`config.mk`:
```
export PLATFORM = sky130hd
export DESIGN_NAME = csr_unit
export DESIGN_NICKNAME = d
export VERILOG_FILES = /design/src/rtl/csr_unit_pkg.sv /design/src/rtl/csr_unit_counter.sv /design/src/rtl/csr_unit.sv
export SDC_FILE = /design/constraint.sdc
export NUM_CORES = 1
export LEC_CHECK = 0
export ABC_AREA = 1
export BUFFER_PORTS_ARGS = -buffer_cell sky130_fd_sc_hd__buf_2
export CAP_MARGIN = 15
export CORE_MARGIN = 1
export CORE_UTILIZATION = 43
export CTS_CLUSTER_DIAMETER = 100
export DETAILED_ROUTE_END_ITERATION = 10
export SYNTH_ARGS = -nofsm -noshare
export SYNTH_HDL_FRONTEND = slang
export SYNTH_SLANG_ARGS = --single-unit
```
`constraint.sdc`:
```
create_clock -name clk -period 2.7 [get_ports clk]
set_clock_uncertainty 0.05 [all_clocks]
set_input_delay 0.54 -clock clk [delete_from_list [all_inputs] [get_ports clk]]
set_output_delay 0.54 -clock clk [all_outputs]
set_load 0.01 [all_outputs]
```
`src/rtl/csr_unit_pkg.sv`:
```
// Shared definitions for the machine-mode CSR unit: addresses, op codes,
// mstatus layout and interrupt numbering.
package csr_unit_pkg;

    typedef enum logic [1:0] {
        CSR_OP_NONE  = 2'd0,
        CSR_OP_WRITE = 2'd1,
        CSR_OP_SET   = 2'd2,
        CSR_OP_CLEAR = 2'd3
    } csr_op_e;

    localparam logic [11:0] CSR_MSTATUS   = 12'h300;
    localparam logic [11:0] CSR_MIE       = 12'h304;
    localparam logic [11:0] CSR_MTVEC     = 12'h305;
    localparam logic [11:0] CSR_MSCRATCH  = 12'h340;
    localparam logic [11:0] CSR_MEPC      = 12'h341;
    localparam logic [11:0] CSR_MCAUSE    = 12'h342;
    localparam logic [11:0] CSR_MIP       = 12'h344;
    localparam logic [11:0] CSR_MCYCLE    = 12'hB00;
    localparam logic [11:0] CSR_MCYCLEH   = 12'hB80;
    localparam logic [11:0] CSR_MINSTRET  = 12'hB02;
    localparam logic [11:0] CSR_MINSTRETH = 12'hB82;
    localparam logic [11:0] CSR_CYCLE     = 12'hC00;
    localparam logic [11:0] CSR_CYCLEH    = 12'hC80;
    localparam logic [11:0] CSR_INSTRET   = 12'hC02;
    localparam logic [11:0] CSR_INSTRETH  = 12'hC82;
    localparam logic [11:0] CSR_MHARTID   = 12'hF14;

    localparam int unsigned MSTATUS_MIE_BIT  = 3;
    localparam int unsigned MSTATUS_MPIE_BIT = 7;
    localparam logic [1:0]  MSTATUS_MPP_M    = 2'b11;

    localparam int unsigned IRQ_BASE = 16;

    typedef struct packed {
        logic mpie;
        logic mie;
    } mstatus_t;

    // MPP is hardwired to machine mode; only MIE and MPIE are stored.
    function automatic logic [31:0] mstatus_read(input mstatus_t s);
        return {19'h0, MSTATUS_MPP_M, 3'h0, s.mpie, 3'h0, s.mie, 3'h0};
    endfunction

endpackage

```
`src/rtl/csr_unit_counter.sv`:
```
// Split-access counter: 32-bit low half plus (CNT_WIDTH-32)-bit high half,
// with half writes taking precedence over the increment.
module csr_unit_counter #(
    parameter int unsigned CNT_WIDTH = 64
) (
    input  logic                 clk,
    input  logic                 rst_n,
    input  logic                 inc_i,
    input  logic                 wr_lo_i,
    input  logic                 wr_hi_i,
    input  logic [31:0]          wdata_i,
    output logic [CNT_WIDTH-1:0] value_o
);

    localparam int unsigned HI_W = CNT_WIDTH - 32;

    logic [CNT_WIDTH-1:0] cnt_q, cnt_d;

    always_comb begin
        cnt_d = cnt_q;
        if (wr_lo_i || wr_hi_i) begin
            if (wr_lo_i) cnt_d[31:0] = wdata_i;
            if (wr_hi_i) cnt_d[CNT_WIDTH-1:32] = wdata_i[HI_W-1:0];
        end else if (inc_i) begin
            cnt_d = cnt_q + CNT_WIDTH'(1);
        end
    end

    always_ff @(posedge clk or negedge rst_n) begin
        if (!rst_n) cnt_q <= '0;
        else        cnt_q <= cnt_d;
    end

    assign value_o = cnt_q;

endmodule

```
`src/rtl/csr_unit.sv`:
```
// Machine-mode CSR file: interrupt enable/pending with fixed priority,
// trap entry / mret sequencing, direct or vectored trap vectors, counters.
module csr_unit
    import csr_unit_pkg::*;
#(
    parameter int unsigned NUM_IRQ     = 4,
    parameter int unsigned CNT_WIDTH   = 64,
    parameter logic [31:0] MTVEC_RESET = 32'h0000_0000,
    parameter logic [31:0] HART_ID     = 32'h0000_0000
) (
    input  logic               clk,
    input  logic               rst_n,
    input  logic [1:0]         op_i,
    input  logic [11:0]        addr_i,
    input  logic [31:0]        wdata_i,
    output logic [31:0]        rdata_o,
    output logic               illegal_o,
    input  logic               trap_i,
    input  logic [31:0]        cause_i,
    input  logic [31:0]        pc_i,
    input  logic               mret_i,
    input  logic               retire_i,
    input  logic [NUM_IRQ-1:0] irq_i,
    output logic               irq_req_o,
    output logic [31:0]        irq_cause_o,
    output logic [31:0]        tvec_o,
    output logic [31:0]        epc_o
);

    mstatus_t             mstat_q, mstat_d;
    logic [NUM_IRQ-1:0]   mie_q, mie_d, mip_q;
    logic [31:0]          mtvec_q, mtvec_d;
    logic [31:0]          mscratch_q, mscratch_d;
    logic [31:0]          mepc_q, mepc_d;
    logic [31:0]          mcause_q, mcause_d;
    logic [CNT_WIDTH-1:0] mcycle_val, minstret_val;

    logic [31:0] rdata_c, wval_c, tvec_c, irq_cause_c;
    logic        mapped_c, ro_c, wr_req_c, wr_en_c;
    logic [NUM_IRQ-1:0] pending_c;
    logic [4:0]  irq_idx_c;

    // Read mux plus address classification.
    always_comb begin
        rdata_c  = '0;
        mapped_c = 1'b1;
        ro_c     = 1'b0;
        case (addr_i)
            CSR_MSTATUS:   rdata_c = mstatus_read(mstat_q);
            CSR_MIE:       rdata_c = 32'(mie_q) << IRQ_BASE;
            CSR_MTVEC:     rdata_c = mtvec_q;
            CSR_MSCRATCH:  rdata_c = mscratch_q;
            CSR_MEPC:      rdata_c = mepc_q;
            CSR_MCAUSE:    rdata_c = mcause_q;
            CSR_MIP:       begin rdata_c = 32'(mip_q) << IRQ_BASE; ro_c = 1'b1; end
            CSR_MCYCLE:    rdata_c = mcycle_val[31:0];
            CSR_MCYCLEH:   rdata_c = 32'(mcycle_val[CNT_WIDTH-1:32]);
            CSR_MINSTRET:  rdata_c = minstret_val[31:0];
            CSR_MINSTRETH: rdata_c = 32'(minstret_val[CNT_WIDTH-1:32]);
            CSR_CYCLE:     begin rdata_c = mcycle_val[31:0]; ro_c = 1'b1; end
            CSR_CYCLEH:    begin rdata_c = 32'(mcycle_val[CNT_WIDTH-1:32]); ro_c = 1'b1; end
            CSR_INSTRET:   begin rdata_c = minstret_val[31:0]; ro_c = 1'b1; end
            CSR_INSTRETH:  begin rdata_c = 32'(minstret_val[CNT_WIDTH-1:32]); ro_c = 1'b1; end
            CSR_MHARTID:   begin rdata_c = HART_ID; ro_c = 1'b1; end
            default:       mapped_c = 1'b0;
        endcase
    end

    // SET/CLEAR with a zero mask are pure reads and never count as writes.
    always_comb begin
        wval_c = wdata_i;
        case (op_i)
            CSR_OP_SET:   wval_c = rdata_c | wdata_i;
            CSR_OP_CLEAR: wval_c = rdata_c & ~wdata_i;
            default:      wval_c = wdata_i;
        endcase
        wr_req_c = (op_i != CSR_OP_NONE) &&
                   !(((op_i == CSR_OP_SET) || (op_i == CSR_OP_CLEAR)) && (wdata_i == 32'h0));
        wr_en_c  = wr_req_c && mapped_c && !ro_c;
    end

    assign illegal_o = (op_i != CSR_OP_NONE) && (!mapped_c || (ro_c && wr_req_c));
    assign rdata_o   = mapped_c ? rdata_c : 32'h0;

    // Next-state: CSR write first, then mret, then trap override it.
    always_comb begin
        mstat_d    = mstat_q;
        mie_d      = mie_q;
        mtvec_d    = mtvec_q;
        mscratch_d = mscratch_q;
        mepc_d     = mepc_q;
        mcause_d   = mcause_q;
        if (wr_en_c) begin
            case (addr_i)
                CSR_MSTATUS: begin
                    mstat_d.mie  = wval_c[MSTATUS_MIE_BIT];
                    mstat_d.mpie = wval_c[MSTATUS_MPIE_BIT];
                end
                CSR_MIE:      mie_d      = wval_c[IRQ_BASE +: NUM_IRQ];
                CSR_MTVEC:    mtvec_d    = wval_c & ~32'h2;
                CSR_MSCRATCH: mscratch_d = wval_c;
                CSR_MEPC:     mepc_d     = wval_c & ~32'h3;
                CSR_MCAUSE:   mcause_d   = wval_c;
                default:      ;
            endcase
        end
        if (trap_i) begin
            mepc_d       = pc_i & ~32'h3;
            mcause_d     = cause_i;
            mstat_d.mpie = mstat_q.mie;
            mstat_d.mie  = 1'b0;
        end else if (mret_i) begin
            mstat_d.mie  = mstat_q.mpie;
            mstat_d.mpie = 1'b1;
        end
    end

    always_ff @(posedge clk or negedge rst_n) begin
        if (!rst_n) begin
            mstat_q    <= '0;
            mie_q      <= '0;
            mip_q      <= '0;
            mtvec_q    <= MTVEC_RESET & ~32'h2;
            mscratch_q <= '0;
            mepc_q     <= '0;
            mcause_q   <= '0;
        end else begin
            mstat_q    <= mstat_d;
            mie_q      <= mie_d;
            mip_q      <= irq_i;
            mtvec_q    <= mtvec_d;
            mscratch_q <= mscratch_d;
            mepc_q     <= mepc_d;
            mcause_q   <= mcause_d;
        end
    end

    // Lowest-numbered pending line wins; scan downward so it is assigned last.
    always_comb begin
        pending_c = mip_q & mie_q;
        irq_idx_c = '0;
        for (int k = int'(NUM_IRQ) - 1; k >= 0; k--) begin
            if (pending_c[k]) irq_idx_c = 5'(k);
        end
        irq_cause_c = (|pending_c) ? {1'b1, 26'h0, 5'(IRQ_BASE) + irq_idx_c} : 32'h0;
    end

    assign irq_req_o   = mstat_q.mie && (|pending_c);
    assign irq_cause_o = irq_cause_c;
    assign epc_o       = mepc_q;

    always_comb begin
        tvec_c = {mtvec_q[31:2], 2'b00};
        if (mtvec_q[0] && cause_i[31]) tvec_c = tvec_c + {25'h0, cause_i[4:0], 2'b00};
    end
    assign tvec_o = tvec_c;

    csr_unit_counter #(.CNT_WIDTH(CNT_WIDTH)) u_mcycle (
        .clk     (clk),
        .rst_n   (rst_n),
        .inc_i   (1'b1),
        .wr_lo_i (wr_en_c && (addr_i == CSR_MCYCLE)),
        .wr_hi_i (wr_en_c && (addr_i == CSR_MCYCLEH)),
        .wdata_i (wval_c),
        .value_o (mcycle_val)
    );

    csr_unit_counter #(.CNT_WIDTH(CNT_WIDTH)) u_minstret (
        .clk     (clk),
        .rst_n   (rst_n),
        .inc_i   (retire_i),
        .wr_lo_i (wr_en_c && (addr_i == CSR_MINSTRET)),
        .wr_hi_i (wr_en_c && (addr_i == CSR_MINSTRETH)),
        .wdata_i (wval_c),
        .value_o (minstret_val)
    );

endmodule

```
Word level (Yosys, flattened, before mapping)
Index checks and enable logic that the tools add are counted.

Add/sub/neg operators: 4. Multipliers: 0. Divide/modulo/power cells: 0. Order comparisons: 0. Equality and inequality tests: 22. Shift operators: 0. Multiplexer cells: 28. Bitwise gates (word level): 4. Reductions and logical operators: 42.

Operators with widths (count): $mux W32 (13); $pmux W32 S11 (1); $mux W64 (3); $add A64 B1 Y64 const B (2); $eq A12 B12 Y1 const B (9); $eq A12 B10 Y1 const B (7); $pmux W32 S2 (1); $add A32 B7 Y32 (1); $and A32 B32 Y32 (1); $logic_not A32 Y1 (1); $not A32 Y32 (1); $or A32 B32 Y32 (1); $reduce_and A2 Y1 (8); $reduce_or A16 Y1 (1); $mux W5 (3); $logic_and A1 B1 Y1 (12); $mux W2 (5); $reduce_bool A2 Y1 (5); $ne A2 B1 Y1 const B (4); $reduce_or A2 Y1 (4); $reduce_bool A3 Y1 (2); $reduce_or A6 Y1 (1); $add A5 B5 Y5 const A (1); $and A4 B4 Y4 (1); other kinds (5) (12).

Register bits: 265. Latch bits: 0. Bits in writable memories: 0. Bits in read-only memories: 0. Bits of input ports: 119. Output and inout bits: 130. Logic and storage cells: 112. Memories kept: 0.

Logic depth before layout (Yosys ltp)
Gate-level depths: netlist (run 1).

Depth in word-level cells: 11. Depth in mapped cells: 17.

Cells and area by module
Synthesis (run 1) repeated with hierarchy kept, for this count alone.

Cell total of the unflattened synthesis: 3249. Area total of the unflattened synthesis: 20055.5 um^2.

Modules (own cells, without submodules): csr_unit (times used 1, cells each 1621, area each 10166.0 um^2, seq. area each 3378.2 um^2); csr_unit_counter (times used 2, cells each 814, area each 4944.7 um^2, seq. area each 1601.5 um^2).

Worst setup path after synthesis (run 1)
OpenSTA, ideal clock, no wires.

Path kind: in2out. Start point: input port cause_i[0]. End point: output port tvec_o[26]. Arrival: 2.265 ns. Required time: 2.110 ns. Setup slack: -0.155 ns. Stages on the path: 14. Buffers on the path: 0. Cell sequence: ha_1 inv_1 fa_1 inv_1 nand3_1 nand2_1 nand2_1 nand2_1 nand2_1 nor3_1 nand4_1 nor2_1 nand2_1 xor2_1.

Word-level cells in the longest chain between the ends: 2.

RTL lines: start, declared (line csr_unit.sv:19) `input logic [31:0] cause_i,`; $add A32 B7 Y32 (line csr_unit.sv:154) `if (mtvec_q[0] && cause_i[31]) tvec_c = tvec_c + {25'h0, cause_i[4:0], 2'b00};`; $mux W32 (line csr_unit.sv:154); end, declared (line csr_unit.sv:26) `output logic [31:0] tvec_o,`.

No other way between the ends.

Final worst setup path (run 1)
Start point: register mtvec_q[2]. End point: output port tvec_o[22].

Word-level cells in the longest chain between the ends: 2.

RTL lines: start, declared (line csr_unit.sv:32) `logic [31:0] mtvec_q, mtvec_d;`; start signal, assigned (line csr_unit.sv:123) `mtvec_q <= MTVEC_RESET & ~32'h2;`; start signal, assigned (line csr_unit.sv:131) `mtvec_q <= mtvec_d;`; $add A32 B7 Y32 (line csr_unit.sv:154); $mux W32 (line csr_unit.sv:154).

No other way between the ends.

==> results_dict.tcl, run 1 <==
set metrics [dict create \
    core-area_sq_um 46460 \
    start_util_pct 43.57 \
    numCtsBuffers 35 \
    first_pass_iters 9 \
    rsz0062_at_grt "true" \
    drive_gt1_share_pct 22.77 \
    grt_pass1_vias 23154 \
    slew_violations 0 \
    finalSetupViolations 43 \
    cp-start-kind "register" \
    synth_commonest_cells "1455 x nand2_1, 406 x nor2_1, 398 x nand3_1" \
    synthArstFlopShare_pct 100.0 \
    grt_pass1_wl_microns 147600 \
    synth.top_cell.area_share_pct 32.52 \
    syn_to_final_growth_pct 34.56 \
    clock-sinks 263 \
    drt_iter0_drc 2982 \
    p_leak_nw 14.16 \
    io_buffers 214 \
    wire_per_inst_microns 23.00 \
    placed_cells 4352 \
    num_vias 25323 \
    die-area_sq_um 47940 \
    syn_area_per_cell_sq_um 6.022 \
    path_buf_inv 4 \
    critPathMaxFanout 2 \
    relSlewSlack_pct 56.19 \
    ys_types 39 \
    vias_per_cell 5.684 \
    cts_root_buf "clkbuf_16" \
    status "finished, violations left" \
    worstPathRequired_ns 2.11 \
    violations "setup timing" \
    grt_use_total_pct 41.72 \
    synth-edff-count 0 \
    rows 79 \
    utilization_pct 58.63 \
    instances_no_fill 4455 \
    fin_crit_ns 3.464 \
    gp_congestion 1.012 \
    clkTransAtPathRegs_ns 0.06 \
    drc_errors 0 \
    final_nets 3948 \
    pre_cts_ws_ns -0.4883 \
    clkLatencyLatePin_ns 0.57 \
    cp-end-kind "primary output" \
    synthTopCellsByArea "dfrtp_1 33%, nand2_1 27%, nand3_1 9.8%" \
    yosys.area.top_type "dfrtp_1" \
    cp_cell_sequence "ha_4 -> inv_2 -> fa_2 -> inv_2 -> nand3_2 -> nand2_2 -> nand2_2 -> nand2_4 -> nand2_4 -> nor3_4 -> nand4_1 -> nor2_1 -> buf_4 -> xor2_1 -> buf_2" \
    cp_slowest_cell "dfrtp_1" \
    powerDensity_nw_per_um2 379.6 \
    die_y_microns 219.0 \
    tightestPinTransition_ns 0.6571 \
    clockBufferDepth 3 \
    htree_levels 2 \
    cpPeakStageDelay_ns 0.40 \
    ys_ff_latch 263 \
    maxCapViolCount 0 \
    ys.flop_type "dfrtp_1" \
    ioPinCount 249 \
    hp-class "primary input to register" \
    grt_max_degree 80 \
    ys_warn_count 0 \
    max_freq_mhz 288.7 \
    setup_ws_ns -0.7643 \
    synth.most_common_cell "nand2_1" \
    die_x_microns 219.0 \
    hold_viol_final 0 \
    wl_microns 102500 \
    cpLargestDelayFamily "simple AND/OR/NAND/NOR gates" \
    crit_arrival_ns 2.87 \
    seq_area_frac_synth_pct 32.52 \
    peakVddDrop_uv 520.2 \
    syn_area_sq_um 20240 \
    ant_nets 0 \
    worst_hold_slack_ns 0.03197 \
    dp_hpwl_microns 77540 \
    criticalPathCategory "register to primary output" \
    cts_tree "done" \
    syn-instance-count 3361 \
    gr-total-overflow 0 \
    post-route-period-util_pct 128.3 \
    antenna_found_initial 1 \
]
==> worst paths after layout <==
kind,cells after the start,startpoint,to,slack [ns]
min,1,irq_i[1],mip_q[1],0.03
max in group asynchronous,3,rst_n,mcause_q[28],1.35
min in group asynchronous,2,rst_n,mcause_q[6],0.40
max reg2reg,12,u_minstret.value_o[0],u_minstret.value_o[63],0.18
max,15,mtvec_q[2],tvec_o[22],-0.76
min reg2reg,2,mscratch_q[27],mscratch_q[27],0.42
==> kinds of logic (layout without fill, tap and decap cells) <==
group | Yosys count | in the layout | synth area share, %
AND/OR/NAND/NOR | 2440 | 2440 | 49.68
buffers and inverters | 417 | 872 | 8.988
other | 1 | 33 | 0.01853
AO/OA/AOI/OAI | 107 | 107 | 2.862
flip-flops | 263 | 263 | 32.52
adder cells (fa/ha/maj) | 8 | 8 | 0.5316
XOR/XNOR | 125 | 125 | 5.409
==> through the flow <==
step / power [mW] / TNS (ns) / cell area (sq um)
floorplan: 4.782 / -0.1270 / 20430
global placement: 5.392 / -30.58 / 24140
detailed placement: 5.416 / -48.69 / 24140
CTS: 10.28 / -13.68 / 26180
global route: 10.59 / -19.08 / 27240
finish: 10.34 / -15.14 / 27240
==> layout make-up <==
class / count / area, sq um
multi-input combinational: 2712 / 13120
sequential: 263 / 6581
clock inverter: 18 / 160.2
clock buffer: 45 / 1005
inverter: 254 / 955.9
fill: 4520 / 19220
tap: 607 / 759.5
timing repair buffer: 555 / 4649
antenna: 1 / 2.502
==> layout by cell type, fill, tap and decap left out, types with 26 or more instances in the layout <==
| cell type | Yosys | final |
|---|---|---|
| buf_6 | 2 | 58 |
| buf_12 | 0 | 45 |
| dfrtp_1 | 263 | 263 |
| nand2_2 | 2 | 40 |
| conb_1 | 1 | 32 |
| buf_4 | 45 | 264 |
| nand3_2 | 4 | 31 |
| o21ai_0 | 29 | 26 |
| xor2_1 | 111 | 108 |
| nor3_1 | 83 | 80 |
| inv_1 | 238 | 232 |
| clkbuf_16 | 0 | 39 |
| nand2_1 | 1455 | 1405 |
| buf_2 | 56 | 177 |
| o21ai_1 | 33 | 34 |
| nor2_2 | 7 | 46 |
| nor2_1 | 406 | 326 |
| nand3_1 | 398 | 353 |
| nand4_1 | 50 | 50 |
| nor2_4 | 4 | 45 |
==> timing repair <==
action                                 4_1_cts  5_1_grt
gates cloned                                 4        4
setup endpoints to repair                   59       60
endpoints found under the hold margin       30        0
pin swaps                                   33       69
resized for setup                          144      207
hold buffers                                 1        0
setup buffers                               17       27
==> routing by layer <==
layer / routed length (microns) / up-vias / track usage [%] / share of wire, %
li1: - / 11396 / - / -
met1: 41210 / 12074 / 56.91 / 40
met2: 44110 / 1579 / 62.58 / 43
met3: 10860 / 274 / 7.332 / 11
met4: 6274 / 0 / 22.48 / 6.1
met5: 0 / - / 0 / 0
==> where the power goes <==
| part | switching (mW) | internal (mW) | leakage (nW) |
|---|---|---|---|
| sequential | 0.152 | 4.08 | 3.44 |
| combinational | 0.798 | 0.426 | 10.1 |
| clock | 2.06 | 2.83 | 0.583 |
==> flip-flops by register name, indices dropped and copies added (netlist names) <==
signal / flops
mip_q: 4
epc_o: 30
mcause_q: 32
u_minstret.value_o: 64
mstat_q: 2
mscratch_q: 32
mtvec_q: 31
u_mcycle.value_o: 64
mie_q: 4
Note: power is estimated with default switching activity, not from simulation.
==> run 2: changes to the inputs <==
--- a/config.mk
+++ b/config.mk
@@ -12,6 +12,7 @@
 export CORE_UTILIZATION = 43
 export CTS_CLUSTER_DIAMETER = 100
 export DETAILED_ROUTE_END_ITERATION = 10
+export RECOVER_POWER = 100
 export SYNTH_ARGS = -nofsm -noshare
 export SYNTH_HDL_FRONTEND = slang
 export SYNTH_SLANG_ARGS = --single-unit
==> constraint.sdc (replaced) <==
create_clock -name clk -period 2.85 [get_ports clk]
set_clock_uncertainty 0.05 [all_clocks]
set_input_delay 0.57 -clock clk [delete_from_list [all_inputs] [get_ports clk]]
set_output_delay 0.57 -clock clk [all_outputs]
set_load 0.01 [all_outputs]
==> results_dict.tcl, run 2 (synthesis results as in run 1) <==
set metrics [dict create \
    power_mw 10.03 \
    nFillCells 4679 \
    gp_congestion 1.048 \
    max_freq_mhz 287.3 \
    htree_levels 2 \
    violations "setup timing" \
    cp_cell_sequence "ha_4 -> inv_2 -> fa_2 -> inv_2 -> nand3_2 -> nand2_4 -> nand2_4 -> nand2_4 -> nand2_4 -> nor3_4 -> nand4_1 -> nor2_2 -> buf_4 -> xor2_1 -> buf_2" \
    grt_max_degree 79 \
    rsz0062_at_grt "true" \
    peakVddDrop_uv 530.0 \
    placed_area_sq_um 24000 \
    final_common_cell "nand2_1" \
    drive_gt1_share_pct 18.40 \
    hold_viol_final 0 \
    start_util_pct 43.57 \
    final_nets 3916 \
    cts_tree "done" \
    io_buffers 214 \
    die-area_sq_um 47940 \
    multiInputGateArea_sq_um 12550 \
    finalSetupViolations 84 \
    clock-sinks 263 \
    status "finished, violations left" \
    cp-end-kind "primary output" \
    r2r_cells 16 \
    slew_violations 0 \
    clkTransAtPathRegs_ns 0.06 \
    worstPathRequired_ns 2.23 \
    powerDensity_nw_per_um2 383.5 \
    cpPeakStageDelay_ns 0.40 \
    die_x_microns 219.0 \
    clkLatencyLatePin_ns 0.57 \
    critPathMaxFanout 2 \
    most-common-layout-cells "1431 x nand2_1, 377 x nor2_1, 366 x nand3_1" \
    holdPathStages 1 \
    drt_iter0_drc 3202 \
    fin_crit_ns 3.481 \
    criticalPathCategory "register to primary output" \
    postLayoutCellArea_sq_um 26150 \
    regArea_sq_um 6583 \
    grt_pass1_wl_microns 144500 \
    diodes 0 \
    antenna_found_initial 0 \
    dp_hpwl_microns 77560 \
    cp-start-kind "register" \
    p_leak_nw 13.64 \
    maxCapViolCount 0 \
    crit_top_cell "nand2_4" \
    finalSetupTns_ns -11.63 \
    setup_ws_ns -0.6312 \
    post-route-period-util_pct 122.1 \
    vias_per_cell 5.626 \
    cts_root_buf "clkbuf_16" \
    first_pass_iters 8 \
    drc_errors 0 \
    clockBufferDepth 3 \
    ant_nets 0 \
    wire_per_inst_microns 22.94 \
    tightestPinTransition_ns 1.192 \
    core-area_sq_um 46460 \
    grt_use_total_pct 40.94 \
    cp_slowest_cell "dfrtp_1" \
    relSlewSlack_pct 20.53 \
    crit_arrival_ns 2.86 \
    syn_to_final_growth_pct 29.17 \
    numCtsBuffers 35 \
    rows 79 \
    ioPinCount 249 \
    hp-class "primary input to register" \
    num_vias 24876 \
    gr-total-overflow 0 \
    die_y_microns 219.0 \
    wl_microns 101400 \
    grt_pass1_vias 22516 \
]
[run 2: cell types whose count changed in the layout (fill, tap and decap cells not counted), moves of 22 or more]
cell / delta
buf_4: -22
clkbuf_1: +45
nand2_1: +26
nor2_1: +51
buf_6: -35
nor2_4: -32
[run 2: worst max-delay path: cells and delay by family, from the launching register on]
family,cells,cell delay [ns]
buffers and inverters,4,0.38
adder cells (fa/ha/maj),2,0.48
XOR/XNOR,1,0.12
flip-flops,1,0.40
AND/OR/NAND/NOR,8,0.90
[run 2: metal layers]
| layer | global-route usage [%] | vias to the layer above | wire (microns) |
|---|---|---|---|
| met5 | 0 | - | 0 |
| met4 | 21.02 | 0 | 5984 |
| met3 | 7.498 | 245 | 11050 |
| met2 | 61.45 | 1546 | 43310 |
| met1 | 56.00 | 11745 | 41080 |
| li1 | - | 11340 | - |
[run 2: worst paths after layout]
kind                                startpoint                    to  slack (ns)
hold reg to reg                 mscratch_q[25]        mscratch_q[25]        0.42
setup reg to reg           u_mcycle.value_o[0]  u_mcycle.value_o[58]        0.44
setup / recovery                    mtvec_q[2]            tvec_o[22]       -0.63
max in group asynchronous                rst_n  u_mcycle.value_o[59]        0.27
hold / removal                        irq_i[3]              mip_q[3]        0.07
min in group asynchronous                rst_n              mip_q[0]        0.69
[run 2: cell type report]
| class | instances | share of cell area, % |
|---|---|---|
| multi-input cells | 2712 | 48.01 |
| flip-flops and latches | 263 | 25.18 |
| repair buffers | 523 | 15.47 |
| clock buffers | 52 | 3.943 |
| inverters | 254 | 3.647 |
| well taps | 607 | 2.905 |
| clock inverters | 11 | 0.8423 |
[run 2: power breakdown]
part	switching [mW]	internal [mW]	total, mW
Sequential	0.143	3.86	4.01
Clock	1.88	3.05	4.93
Combinational	0.734	0.356	1.09
Total	2.76	7.27	10.0
[run 2: per-stage QoR]
step / setup slack, ns / cells / util (%) / hold slack [ns]
6_report: -0.6312 / 4422 / 56.28 / 0.06686
3_3_place_gp: -0.4577 / 4329 / 51.67 / 0.4038
2_1_floorplan: 0.001090 / 3392 / - / 0.2244
3_5_place_dp: -0.5071 / 4329 / 51.67 / 0.4103
4_1_cts: -0.5799 / 4404 / 55.14 / 0.05331
5_1_grt: -0.7533 / 4422 / 56.28 / 0.05821
[run 2: repair_timing]
action / in CTS / in global routing
gates cloned: 3 / 6
endpoints found under the setup margin: 44 / 58
hold endpoints to repair: 36 / 0
pin swaps: 13 / 30
gates resized for setup: 52 / 114
hold buffers: 1 / 0
buffers inserted: 8 / 16
